## src/rtl/fetch_pkg.sv

```systemverilog
// Shared types and constants for the instruction fetch stage.
package fetch_pkg;

    localparam int XLEN = 64;
    localparam int ILEN = 32;

    localparam logic [ILEN-1:0] HALT_INSN_DEFAULT = 32'h0010_0073;

    typedef enum logic [1:0] {
        IDLE,
        FETCH,
        HALT
    } fetch_state_t;

    typedef struct packed {
        logic [XLEN-1:0] pc;
        logic [ILEN-1:0] instr;
    } fetch_entry_t;

endpackage

```

## src/rtl/fetch_fifo.sv

```systemverilog
// Synchronous FIFO for fetched {pc, instr} entries with a single-cycle flush.
module fetch_fifo #(
    parameter int DEPTH = 2,
    parameter int WIDTH = 96,
    localparam int CW = $clog2(DEPTH + 1),
    localparam int PW = (DEPTH > 1) ? $clog2(DEPTH) : 1
) (
    input  logic             clk_i,
    input  logic             rst_i,
    input  logic             flush_i,
    input  logic             push_i,
    input  logic             pop_i,
    input  logic [WIDTH-1:0] wdata_i,
    output logic [WIDTH-1:0] rdata_o,
    output logic [CW-1:0]    count_o,
    output logic             empty_o
);

    localparam logic [PW-1:0] LAST_PTR   = PW'(DEPTH - 1);
    localparam logic [CW-1:0] FULL_COUNT = CW'(DEPTH);

    logic [WIDTH-1:0] mem [DEPTH];
    logic [PW-1:0]    wr_ptr_q;
    logic [PW-1:0]    rd_ptr_q;
    logic [CW-1:0]    count_q;
    logic             do_push;
    logic             do_pop;

    function automatic logic [PW-1:0] next_ptr(input logic [PW-1:0] p);
        return (p == LAST_PTR) ? '0 : p + PW'(1);
    endfunction

    assign empty_o = (count_q == '0);
    assign count_o = count_q;
    assign do_push = push_i && (count_q != FULL_COUNT);
    assign do_pop  = pop_i && !empty_o;
    // Head reads as zero when empty so the outputs are clean after reset/flush.
    assign rdata_o = empty_o ? '0 : mem[rd_ptr_q];

    always_ff @(posedge clk_i) begin
        if (rst_i || flush_i) begin
            wr_ptr_q <= '0;
            rd_ptr_q <= '0;
            count_q  <= '0;
        end else begin
            if (do_push) wr_ptr_q <= next_ptr(wr_ptr_q);
            if (do_pop)  rd_ptr_q <= next_ptr(rd_ptr_q);
            if (do_push && !do_pop)
                count_q <= count_q + CW'(1);
            else if (!do_push && do_pop)
                count_q <= count_q - CW'(1);
        end
    end

    always_ff @(posedge clk_i) begin
        if (do_push && !flush_i && !rst_i)
            mem[wr_ptr_q] <= wdata_i;
    end

endmodule

```

## src/rtl/if_fetch_unit.sv

```systemverilog
// Instruction fetch stage: drives the ROM address and buffers {pc, instr} for decode.
// Defining FETCH_PERF_CNT_EN adds push and full-stall performance counters.
module if_fetch_unit
    import fetch_pkg::*;
#(
    parameter logic [XLEN-1:0] RESET_PC   = '0,
    parameter int              FIFO_DEPTH = 2,
    parameter logic [ILEN-1:0] HALT_INSN  = HALT_INSN_DEFAULT
) (
    input  logic            clk_i,
    input  logic            rst_i,
    input  logic            start_i,
    output logic [XLEN-1:0] rom_addr_o,
    input  logic [ILEN-1:0] rom_data_i,
    output logic            finish_o,
    input  logic            redirect_i,
    input  logic [XLEN-1:0] redirect_pc_i,
    output logic            out_valid_o,
    input  logic            out_ready_i,
    output logic [XLEN-1:0] out_pc_o,
    output logic [ILEN-1:0] out_instr_o,
    output logic            misalign_o
`ifdef FETCH_PERF_CNT_EN
    ,
    output logic [63:0]     perf_fetched_o,
    output logic [63:0]     perf_stall_o
`endif
);

    localparam int CW = $clog2(FIFO_DEPTH + 1);

    fetch_state_t    state_q;
    logic [XLEN-1:0] pc_q;
    logic            redirect_take;
    logic            push;
    logic            pop;
    logic            fifo_empty;
    logic [CW-1:0]   fifo_count;
    fetch_entry_t    wr_entry;
    fetch_entry_t    rd_entry;

    assign redirect_take = redirect_i && (state_q != HALT);
    // Fullness uses the registered count, so a same-cycle pop never frees a slot.
    assign push        = (state_q == FETCH) && (fifo_count < CW'(FIFO_DEPTH)) && !redirect_i;
    assign pop         = out_valid_o && out_ready_i;
    assign wr_entry    = '{pc: pc_q, instr: rom_data_i};
    assign rom_addr_o  = pc_q;
    assign out_valid_o = !fifo_empty;
    assign out_pc_o    = rd_entry.pc;
    assign out_instr_o = rd_entry.instr;

    fetch_fifo #(
        .DEPTH (FIFO_DEPTH),
        .WIDTH ($bits(fetch_entry_t))
    ) u_fifo (
        .clk_i   (clk_i),
        .rst_i   (rst_i),
        .flush_i (redirect_take),
        .push_i  (push),
        .pop_i   (pop),
        .wdata_i (wr_entry),
        .rdata_o (rd_entry),
        .count_o (fifo_count),
        .empty_o (fifo_empty)
    );

    always_ff @(posedge clk_i) begin
        if (rst_i) begin
            state_q    <= IDLE;
            pc_q       <= RESET_PC;
            finish_o   <= 1'b0;
            misalign_o <= 1'b0;
        end else begin
            if (redirect_take) begin
                pc_q <= {redirect_pc_i[XLEN-1:2], 2'b00};
                if (redirect_pc_i[1:0] != 2'b00) misalign_o <= 1'b1;
            end
            case (state_q)
                IDLE: begin
                    if (start_i) state_q <= FETCH;
                end
                FETCH: begin
                    if (push) begin
                        pc_q <= pc_q + XLEN'(4);
                        if (rom_data_i == HALT_INSN) begin
                            state_q  <= HALT;
                            finish_o <= 1'b1;
                        end
                    end
                end
                HALT: begin
                    state_q <= HALT;
                end
                default: state_q <= IDLE;
            endcase
        end
    end

`ifdef FETCH_PERF_CNT_EN
    always_ff @(posedge clk_i) begin
        if (rst_i) begin
            perf_fetched_o <= '0;
            perf_stall_o   <= '0;
        end else begin
            if (push) perf_fetched_o <= perf_fetched_o + 64'd1;
            if ((state_q == FETCH) && (fifo_count == CW'(FIFO_DEPTH)))
                perf_stall_o <= perf_stall_o + 64'd1;
        end
    end
`endif

endmodule
```

## config.mk

```make
export PLATFORM = sky130hd
export DESIGN_NAME = if_fetch_unit
export DESIGN_NICKNAME = d
export VERILOG_FILES = /design/src/rtl/fetch_pkg.sv /design/src/rtl/fetch_fifo.sv /design/src/rtl/if_fetch_unit.sv
export SDC_FILE = /design/constraint.sdc
export NUM_CORES = 1
export LEC_CHECK = 0
export ABC_CLOCK_PERIOD_IN_PS = 6700
export CORE_MARGIN = 5
export CORE_UTILIZATION = 40
export CTS_CLUSTER_DIAMETER = 100
export DETAILED_ROUTE_END_ITERATION = 7
export PLACE_DENSITY = 0.66
export SLEW_MARGIN = 10
export SYNTH_ARGS = -nofsm -noshare
export SYNTH_HDL_FRONTEND = slang
export SYNTH_SLANG_ARGS = --single-unit
export TNS_END_PERCENT = 1
```

## constraint.sdc

```tcl
create_clock -name clk_i -period 6.7 [get_ports clk_i]
set_input_delay 1.005 -clock clk_i [delete_from_list [all_inputs] [get_ports clk_i]]
set_output_delay 1.005 -clock clk_i [all_outputs]
set_load 0.01 [all_outputs]
```

==> After elaboration in Yosys (flattened, before gate mapping) <==
Memory sizes are Yosys's and may differ from the RTL's. A register that Yosys moved wholly into a read port is not among the register bits.
Cells that the tools add are included.
{ "totals": {"memories": 1, "reg_bits": 72, "wordCells": 62, "out_inout_bits": 163, "mem_bits_rw": 192, "inputBits": 101} }
{ "mem_list": {"columns": ["name", "words", "width", "rd", "rd_ports_with_merged_regs", "write_ports", "line_no", "text"], "rows": [
  ["u_fifo.mem", 2, 96, 1, 1, 1, "fetch_fifo.sv:22", "logic [WIDTH-1:0] mem [DEPTH];"]
]} }
{ "op_classes": {"n_mux": 16, "n_reduce_logical": 24, "order_cmp": 1, "n_eq_ne": 8, "add_sub_neg": 5} }
{ "ops": {"columns": ["operator", "count"], "rows": [
  ["$mux W64", 3],
  ["$mux W96", 1],
  ["$add A64 B3 Y64 const B", 1],
  ["$eq A32 B21 Y1 const B", 1],
  ["$logic_and A1 B1 Y1", 10],
  ["$mux W2", 5],
  ["$logic_not A1 Y1", 6],
  ["$mux W1", 6],
  ["$ne A2 B2 Y1 const B", 3],
  ["$pmux W2 S3", 1],
  ["$reduce_and A3 Y1", 2],
  ["$logic_not A2 Y1", 2],
  ["$ne A2 B1 Y1 const B", 2],
  ["$reduce_bool A2 Y1", 2],
  ["$add A1 B1 Y1 const B", 2],
  ["$add A2 B1 Y2 const B", 1],
  ["$eq A2 B1 Y1 const B", 1],
  ["$eq A2 B2 Y1 const B", 1],
  ["$lt A2 B2 Y1 const B", 1],
  ["$reduce_and A2 Y1", 1],
  ["$sub A2 B1 Y2 const B", 1],
  ["$logic_or A1 B1 Y1", 1]
]} }

==> Depth between registers and ports, before layout <==
Gate-level depths: netlist of run 1.
{ "depth": {"depth_word": 8, "ltp_mapped": 11, "mapped_depth_nobuf": 9} }

==> By module <==
Synthesis of run 1 repeated with hierarchy kept, for this count alone.
{ "unflattened": {"cells_unflattened": 1002, "hier_area_um2": 11685.0} }
{ "by_module_without_submodules": {"columns": ["mod", "cells_each", "seq_area_each_um2", "n_inst", "area_per_inst_um2"], "rows": [
  ["fetch_fifo", 432, 5865.6, 1, 7485.9],
  ["if_fetch_unit", 570, 1361.3, 1, 4199.0]
]} }

==> Least setup slack after synthesis of run 1 <==
No wires, ideal clock.
{ "synth_path": {"path_kind": "input -> register", "from": "input rst_i", "to": "memory u_fifo.mem[0][0] (enable)", "setup_ns": 0.552, "setup_slack_ns": 0.689, "stages": 4, "t_arrival_ns": 5.459, "path_buffers": 1, "t_required_ns": 6.148, "cell_sequence": "clkbuf_1 -> inv_1 -> nand2_1 -> nor2_1"} }
{ "synth_via": {"elab_chain_cells": 4} }
{ "synth_rtl": {"columns": ["item", "line_no", "text"], "rows": [
  ["from (decl)", "if_fetch_unit.sv:11", "input logic rst_i,"],
  ["$logic_not A1 Y1", "fetch_fifo.sv:56", "if (do_push && !flush_i && !rst_i)"],
  ["$logic_and A1 B1 Y1", "fetch_fifo.sv:56", null],
  ["$mux W1", "fetch_fifo.sv:56", null],
  ["$mux W1 (implied by the code)", "fetch_fifo.sv:57", "mem[wr_ptr_q] <= wdata_i;"],
  ["to (decl)", "fetch_fifo.sv:22", null]
]} }
Every way passes these cells.

==> results of run 1 <==
## worst max-delay path: stages (launching register included)
cell and delay (ps):
sky130_fd_sc_hd__dfxtp_4 960, sky130_fd_sc_hd__buf_4 790, sky130_fd_sc_hd__mux2i_1 240, sky130_fd_sc_hd__nor2_1 170, sky130_fd_sc_hd__clkdlybuf4s50_1 550
## layout make-up
| cell class | instances | area (µm²) |
|---|---|---|
| Tap cell | 384 | 480.5 |
| Clock inverter | 13 | 111.4 |
| Antenna cell | 2 | 5.005 |
| Fill cell | 2493 | 13180 |
| Clock buffer | 39 | 763.2 |
| Timing Repair Buffer | 273 | 2715 |
| Sequential cell | 265 | 7231 |
| Multi-Input combinational cell | 668 | 4088 |
| Inverter | 13 | 48.80 |
## logic make-up (layout without fill, tap and decap cells)
family | Yosys count | count (layout) | synth area share
and+or+nand+nor | 387 | 387 | 0.1615
DFF | 265 | 265 | 0.6255
AOI/OAI and AO/OA | 163 | 163 | 0.08772
muxes | 98 | 98 | 0.08501
buffers and inverters | 72 | 338 | 0.02350
xor gates and xnor gates | 15 | 15 | 0.01137
adders and majority gates | 5 | 5 | 0.005415
other | 0 | 2 | 0
## flip-flops by register name (all words and copies together) (netlist names), named ones only
register / count
rom_addr_o: 64
u_fifo.count_o: 2
state_q: 2
u_fifo.mem: 192
misalign_o: 1
u_fifo.wr_ptr_q: 1
finish_o: 1
u_fifo.rd_ptr_q: 1
## per-stage QoR
step,util,area (µm²),cells
global route,0.5394,15440,1656
CTS,0.5393,15440,1655
global placement,0.5087,14560,1603
detailed placement,0.5087,14560,1603
floorplan,-,11550,1005
finish,0.5395,15440,1657
## report_power, final
group	switching [µW]	internal, µW	total (µW)
registers	106	1840	1950
clock network	617	869	1490
logic	333	323	656
total	1060	3030	4090
## worst paths after layout
kind	from	end	slack, ps	cells after the start
worst max register to register	state_q[1]	u_fifo.mem[0][83]	3520	8
worst min register to register	misalign_o	misalign_o	480	2
worst max-delay path	flip-flop	out_pc_o[25]	2460	4
worst min-delay path	misalign_o	misalign_o	480	2
## metal layers
layer / share of wire / up-vias / wire, µm
li1: - / 4267 / -
met4: 0.022 / 0 / 734
met5: 0 / - / 0
met3: 0.072 / 49 / 2428
met2: 0.47 / 361 / 15760
met1: 0.44 / 4449 / 14890
## placed cells by master, fill, tap and decap left out, drive strengths merged, types with 30 or more instances in the layout
cell type	Yosys	routed
a21oi	50	50
nor3	31	31
nand2	73	73
dfxtp	73	73
edfxtp	192	192
mux2i	97	97
o21ai	34	34
clkdlybuf4s50	0	262
nand3	36	36
nor2	148	148
clkbuf	41	39
nand4	30	30
==> reports/qor.tcl, run 1 <==
set qor(status) {completed}
set qor(design.core.area_um2) 28630
set qor(max_slew_margin) 0.3321
set qor(grt_remaining_overflow) 0
set qor(synth_largest_type_area_fraction) 0.4990
set qor(clock_tree.root_cell) {sky130_fd_sc_hd__clkbuf_16}
set qor(detail_route.wirelength_um) 33820
set qor(cts_made_buffers) 28
set qor(setup_violations) 0
set qor(max_h_tree_level) 1
set qor(clkSlewWorstSetupHoldPaths_ps) 60
set qor(synth_edf_count) 192
set qor(die_y_um) 180.0
set qor(layout.nets) 1355
set qor(timing.critical_path.fanout_max) 49
set qor(synth_area_leader_cell) {sky130_fd_sc_hd__edfxtp_1}
set qor(holdCritPathClass) {reg -> reg}
set qor(post_drt_via_cell_ratio) 5.508
set qor(timing.critical_path.to_type) {output pin}
set qor(cellPowerDensity_nw_per_um2) 264.8
set qor(whs_ps) 475.9
set qor(final_max_slew_viol_count) 0
set qor(portBuffers) 263
set qor(yosysMostFrequentCell) {sky130_fd_sc_hd__edfxtp_1}
set qor(place.gp.congestion) 0.8774
set qor(clk-insertion-delay-late_ps) 540
set qor(holdBufCountCts) 0
set qor(power.leakage_uw) 0.004894
set qor(ys_types) 60
set qor(grt.met1_usage) 0.2778
set qor(mappedNetlistArea_um2) 11550
set qor(flow.area_growth_from_synthesis_pct) 33.66
set qor(global_route.usage.met3) 0.04002
set qor(setup_fix_buffers_added_after_clock_tree_synthesis) 0
set qor(setup_total_negative_slack_ps) 0
set qor(worst_setup_path_start_kind) {flip-flop}
set qor(synth-main-ff-cell) {sky130_fd_sc_hd__edfxtp_1}
set qor(async_flop_share) 0
set qor(synth_sequential_area_ratio) 0.6255
set qor(width_of_the_die_um) 180.0
set qor(post-route-drc-count) 0
set qor(detailedRoute.firstIterationViolations) 898
set qor(grt_max_degree) 75
set qor(synth.yosys.warnings) 0
set qor(worst_ir_drop_on_vdd_v) 0.0001901
set qor(met2_usage) 0.3148
set qor(grt_antenna_before_repair) 1
set qor(floorplan.io_pins) 264
set qor(drive_gt1_frac) 0.04957
set qor(shortest_period_the_worst_path_allows_ps) 4244
set qor(post_synth_main_area_contributors) {sky130_fd_sc_hd__edfxtp_1 50%, sky130_fd_sc_hd__dfxtp_1 13%, sky130_fd_sc_hd__mux2i_1 8.4%}
set qor(tightestPinTransition_ps) 1001
set qor(rsz0062_at_grt) {no}
set qor(initial_core_util) 0.4036
set qor(antenna_left) 0
set qor(cts_repair_resize_count) 0
set qor(yosys-top-cells-count) {192 x sky130_fd_sc_hd__edfxtp_1, 147 x sky130_fd_sc_hd__nor2_1, 97 x sky130_fd_sc_hd__mux2i_1, 73 x sky130_fd_sc_hd__dfxtp_1, 73 x sky130_fd_sc_hd__nand2_1}
set qor(clock_sink_count) 265
set qor(synth-seq-cells) 265
set qor(critPathArrivalTime_ps) 3240
set qor(fin_crit_sh) 0.6334
set qor(syn_inst) 1005
set qor(layout_setup_ws_ps) 2456
set qor(worstPathRequired_ps) 5690
set qor(setup.worst_path.class) {reg -> out}
set qor(hold_violations) 0
set qor(total_power_after_layout_uw) 4090
set qor(drv_cap) 0
set qor(ctsLongestPathBuffers) 3
set qor(detailedPlace.worstSlack_ps) 2487
set qor(avgSynthCellArea_um2) 11.50
set qor(timing.fmax_mhz) 235.7
set qor(global_route.usage.total) 0.1983
set qor(global_route_wire_length_before_repair_um) 51830
set qor(dr_total_vias) 9126
set qor(floorplan.die_area_um2) 32380
set qor(grt_pass1_vias) 8875
set qor(gr-max-usage-layer) {met2}
set qor(tritoncts_clock_tree) {yes}
set qor(place_hpwl_um) 22980
set qor(skew_final_ps) 16.96
set qor(std_cell_rows) 62
set qor(detail_route.wl_per_cell_um) 20.41
set qor(dr.pass1.iters) 5
set qor(synthesis.nets) 1111
Note: power is estimated with default switching activity, not from simulation.
==> run 2, diff against run 1 <==
--- a/config.mk
+++ b/config.mk
@@ -5,12 +5,12 @@
 export SDC_FILE = /design/constraint.sdc
 export NUM_CORES = 1
 export LEC_CHECK = 0
-export ABC_CLOCK_PERIOD_IN_PS = 6700
+export ABC_CLOCK_PERIOD_IN_PS = 3500
 export CORE_MARGIN = 5
 export CORE_UTILIZATION = 40
 export CTS_CLUSTER_DIAMETER = 100
 export DETAILED_ROUTE_END_ITERATION = 7
-export PLACE_DENSITY = 0.66
+export PLACE_DENSITY = 0.69
 export SLEW_MARGIN = 10
 export SYNTH_ARGS = -nofsm -noshare
 export SYNTH_HDL_FRONTEND = slang
==> constraint.sdc (replaced) <==
create_clock -name clk_i -period 3.5 [get_ports clk_i]
set_input_delay 0.525 -clock clk_i [delete_from_list [all_inputs] [get_ports clk_i]]
set_output_delay 0.525 -clock clk_i [all_outputs]
set_load 0.01 [all_outputs]
==> run 2 against run 1 <==
  * Flip-flop and latch count is the same
  * Cell count is 1.0% higher
  * Count of clock-buffer cells in the layout rose by 5
  * Die area unchanged
  * Via count grew 0.36%
  * Design area up 1.3%
  * Global-route usage increased by 0.52 points
  * Register-to-register slack worse by 2700 ps
  * First-iteration DRC count fell by 19%
  * Non-clock buffer count grew 16
  * Critical endpoint is now out_instr_o[11]
  * Largest cell class unchanged
==> reports/qor.tcl, run 2 (same netlist as run 1, synthesis figures left out) <==
set qor(clk-insertion-delay-late_ps) 540
set qor(detailedRoute.firstIterationViolations) 727
set qor(worst_hold_path.num_cells) 2
set qor(setup_total_negative_slack_ps) 0
set qor(timing.fmax_mhz) 329.6
set qor(flow.area_growth_from_synthesis_pct) 35.42
set qor(layout_common_cells) {262 x sky130_fd_sc_hd__clkdlybuf4s50_1, 192 x sky130_fd_sc_hd__edfxtp_1, 144 x sky130_fd_sc_hd__nor2_1}
set qor(antenna_left) 0
set qor(setup_violations) 0
set qor(cts_repair_resize_count) 0
set qor(power.leakage_uw) 0.005004
set qor(status) {completed}
set qor(clkSlewWorstSetupHoldPaths_ps) 60
set qor(tightestPinTransition_ps) 835.8
set qor(rr_worst_depth) 6
set qor(dr_total_vias) 9159
set qor(total_power_after_layout_uw) 7967
set qor(holdBufCountCts) 0
set qor(setup.worst_path.class) {reg -> out}
set qor(clock_tree.root_cell) {sky130_fd_sc_hd__clkbuf_16}
set qor(power.net_switching_uw) 2063
set qor(grt_antenna_before_repair) 6
set qor(worst_setup_path_start_kind) {flip-flop}
set qor(critPathArrivalTime_ps) 2510
set qor(fin_area_um2) 15650
set qor(grt_pass1_vias) 9014
set qor(combinationalPowerShare) 0.166
set qor(largest_register_ffs) 192
set qor(timing.critical_path.fanout_max) 33
set qor(whs_endpoint) {misalign_o}
set qor(portBuffers) 263
set qor(worst_ir_drop_on_vdd_v) 0.0003879
set qor(reg2reg_setup_slack_ps) 780
set qor(timing.critical_path.to_type) {output pin}
set qor(grt_remaining_overflow) 0
set qor(power.clock.fraction) 0.368
set qor(post_drt_via_cell_ratio) 5.471
set qor(global_route_wire_length_before_repair_um) 53120
set qor(std_cell_rows) 62
set qor(grt_max_degree) 83
set qor(r2r-start) {rom_addr_o[40]}
set qor(design.core.area_um2) 28630
set qor(tritoncts_clock_tree) {yes}
set qor(placement.cell_area_um2) 14730
set qor(drv_cap) 0
set qor(layout.nets) 1372
set qor(fin_crit_sh) 0.8670
set qor(setup_fix_buffers_added_after_clock_tree_synthesis) 0
set qor(dr.pass1.iters) 5
set qor(drive_gt1_frac) 0.06366
set qor(post-route-drc-count) 0
set qor(holdCritPathClass) {reg -> reg}
set qor(rsz0062_at_grt) {no}
set qor(internal_power_uw) 5904
set qor(r2r-end) {rom_addr_o[54]}
set qor(floorplan.die_area_um2) 32380
set qor(final_max_slew_viol_count) 0
set qor(max_h_tree_level) 1
set qor(hold_path_startpoint) {misalign_o}
set qor(ctsLongestPathBuffers) 3
set qor(skew_final_ps) 17.26
set qor(cellPowerDensity_nw_per_um2) 509.2
set qor(detail_route.wirelength_um) 34630
set qor(fill_cells) 2418
set qor(hold_violations) 0
set qor(cts_made_buffers) 29
set qor(place.gp.congestion) 0.8476
set qor(power.share.switching) 0.2590
set qor(share_seq_of_total_power) 0.465
set qor(floorplan.io_pins) 264
set qor(initial_core_util) 0.4036
set qor(worstPathRequired_ps) 2970
set qor(shortest_period_the_worst_path_allows_ps) 3034
set qor(die_y_um) 180.0
set qor(registers.top_by_ff_count) {u_fifo.mem}
set qor(clock_sink_count) 265
set qor(global_route.usage.total) 0.2035
set qor(max_slew_margin) 0.4428
set qor(width_of_the_die_um) 180.0
set qor(place_hpwl_um) 23650
set qor(detail_route.wl_per_cell_um) 20.69
set qor(final_common_cell) {sky130_fd_sc_hd__clkdlybuf4s50_1}
==> run 2: changes by cell type in the layout (fill, tap and decap cells not counted), sizes merged <==
cell	delta
clkbuf	+5
clkinv	-4
buf	+16
==> run 2: area by class of cell <==
class	count	area, µm²	area share
flip-flops and latches	265	7231	0.4621
clock inverters	9	96.34	0.006158
inverters	13	48.80	0.003119
well taps	384	480.5	0.03071
multi-input cells	668	4088	0.2613
repair buffers	289	2885	0.1844
diodes	2	5.005	0.0003199
clock buffers	44	812.0	0.05190
==> run 2: power groups by stage <==
stage / combinational (µW) / clock [µW] / sequential, µW
global placement: 1310 / 0 / 3760
global route: 1430 / 3130 / 3730
floorplan: 592 / 0 / 3740
finish: 1330 / 2940 / 3710
CTS: 1330 / 2990 / 3700
detailed placement: 1330 / 0 / 3770
==> run 2: per-layer routing <==
layer	up-vias	wire length, µm	global-route usage
li1	4301	-	-
met1	4446	15280	0.2823
met2	349	16030	0.3255
met3	55	2481	0.04466
met4	8	795	0.05547
met5	-	49	0
==> run 2: worst max-delay path by stage <==
stage	startpoint	to	slack [ps]	cells past startpoint
6_report	flip-flop	out_instr_o[11]	470	4
5_1_grt	flip-flop	out_pc_o[8]	360	4
4_1_cts	flip-flop	out_pc_o[38]	430	4
3_5_place_dp	redirect_i	rom_addr_o[20]	870	9
3_3_place_gp	rom_data_i[18]	state_q[1]	860	8
2_1_floorplan	rst_i	u_fifo.mem[0][0]	-420	4
==> run 2: stage by stage <==
stage               hold WS (ps)  utilization  setup WS [ps]  instances
finish                     456.1       0.5466          465.6       1674
global route               470.2       0.5466          358.0       1674
CTS                        455.5       0.5464          430.7       1672
detailed placement         439.0       0.5147          865.3       1619
global placement           438.2       0.5147          864.3       1619
floorplan                  469.6            -         -416.3       1005
==> run 2: critical path: stages, from the launching register on <==
cell	delay (ps)
sky130_fd_sc_hd__dfxtp_4	760
sky130_fd_sc_hd__buf_4	350
sky130_fd_sc_hd__mux2i_1	240
sky130_fd_sc_hd__nor2_1	80
sky130_fd_sc_hd__clkdlybuf4s50_1	510
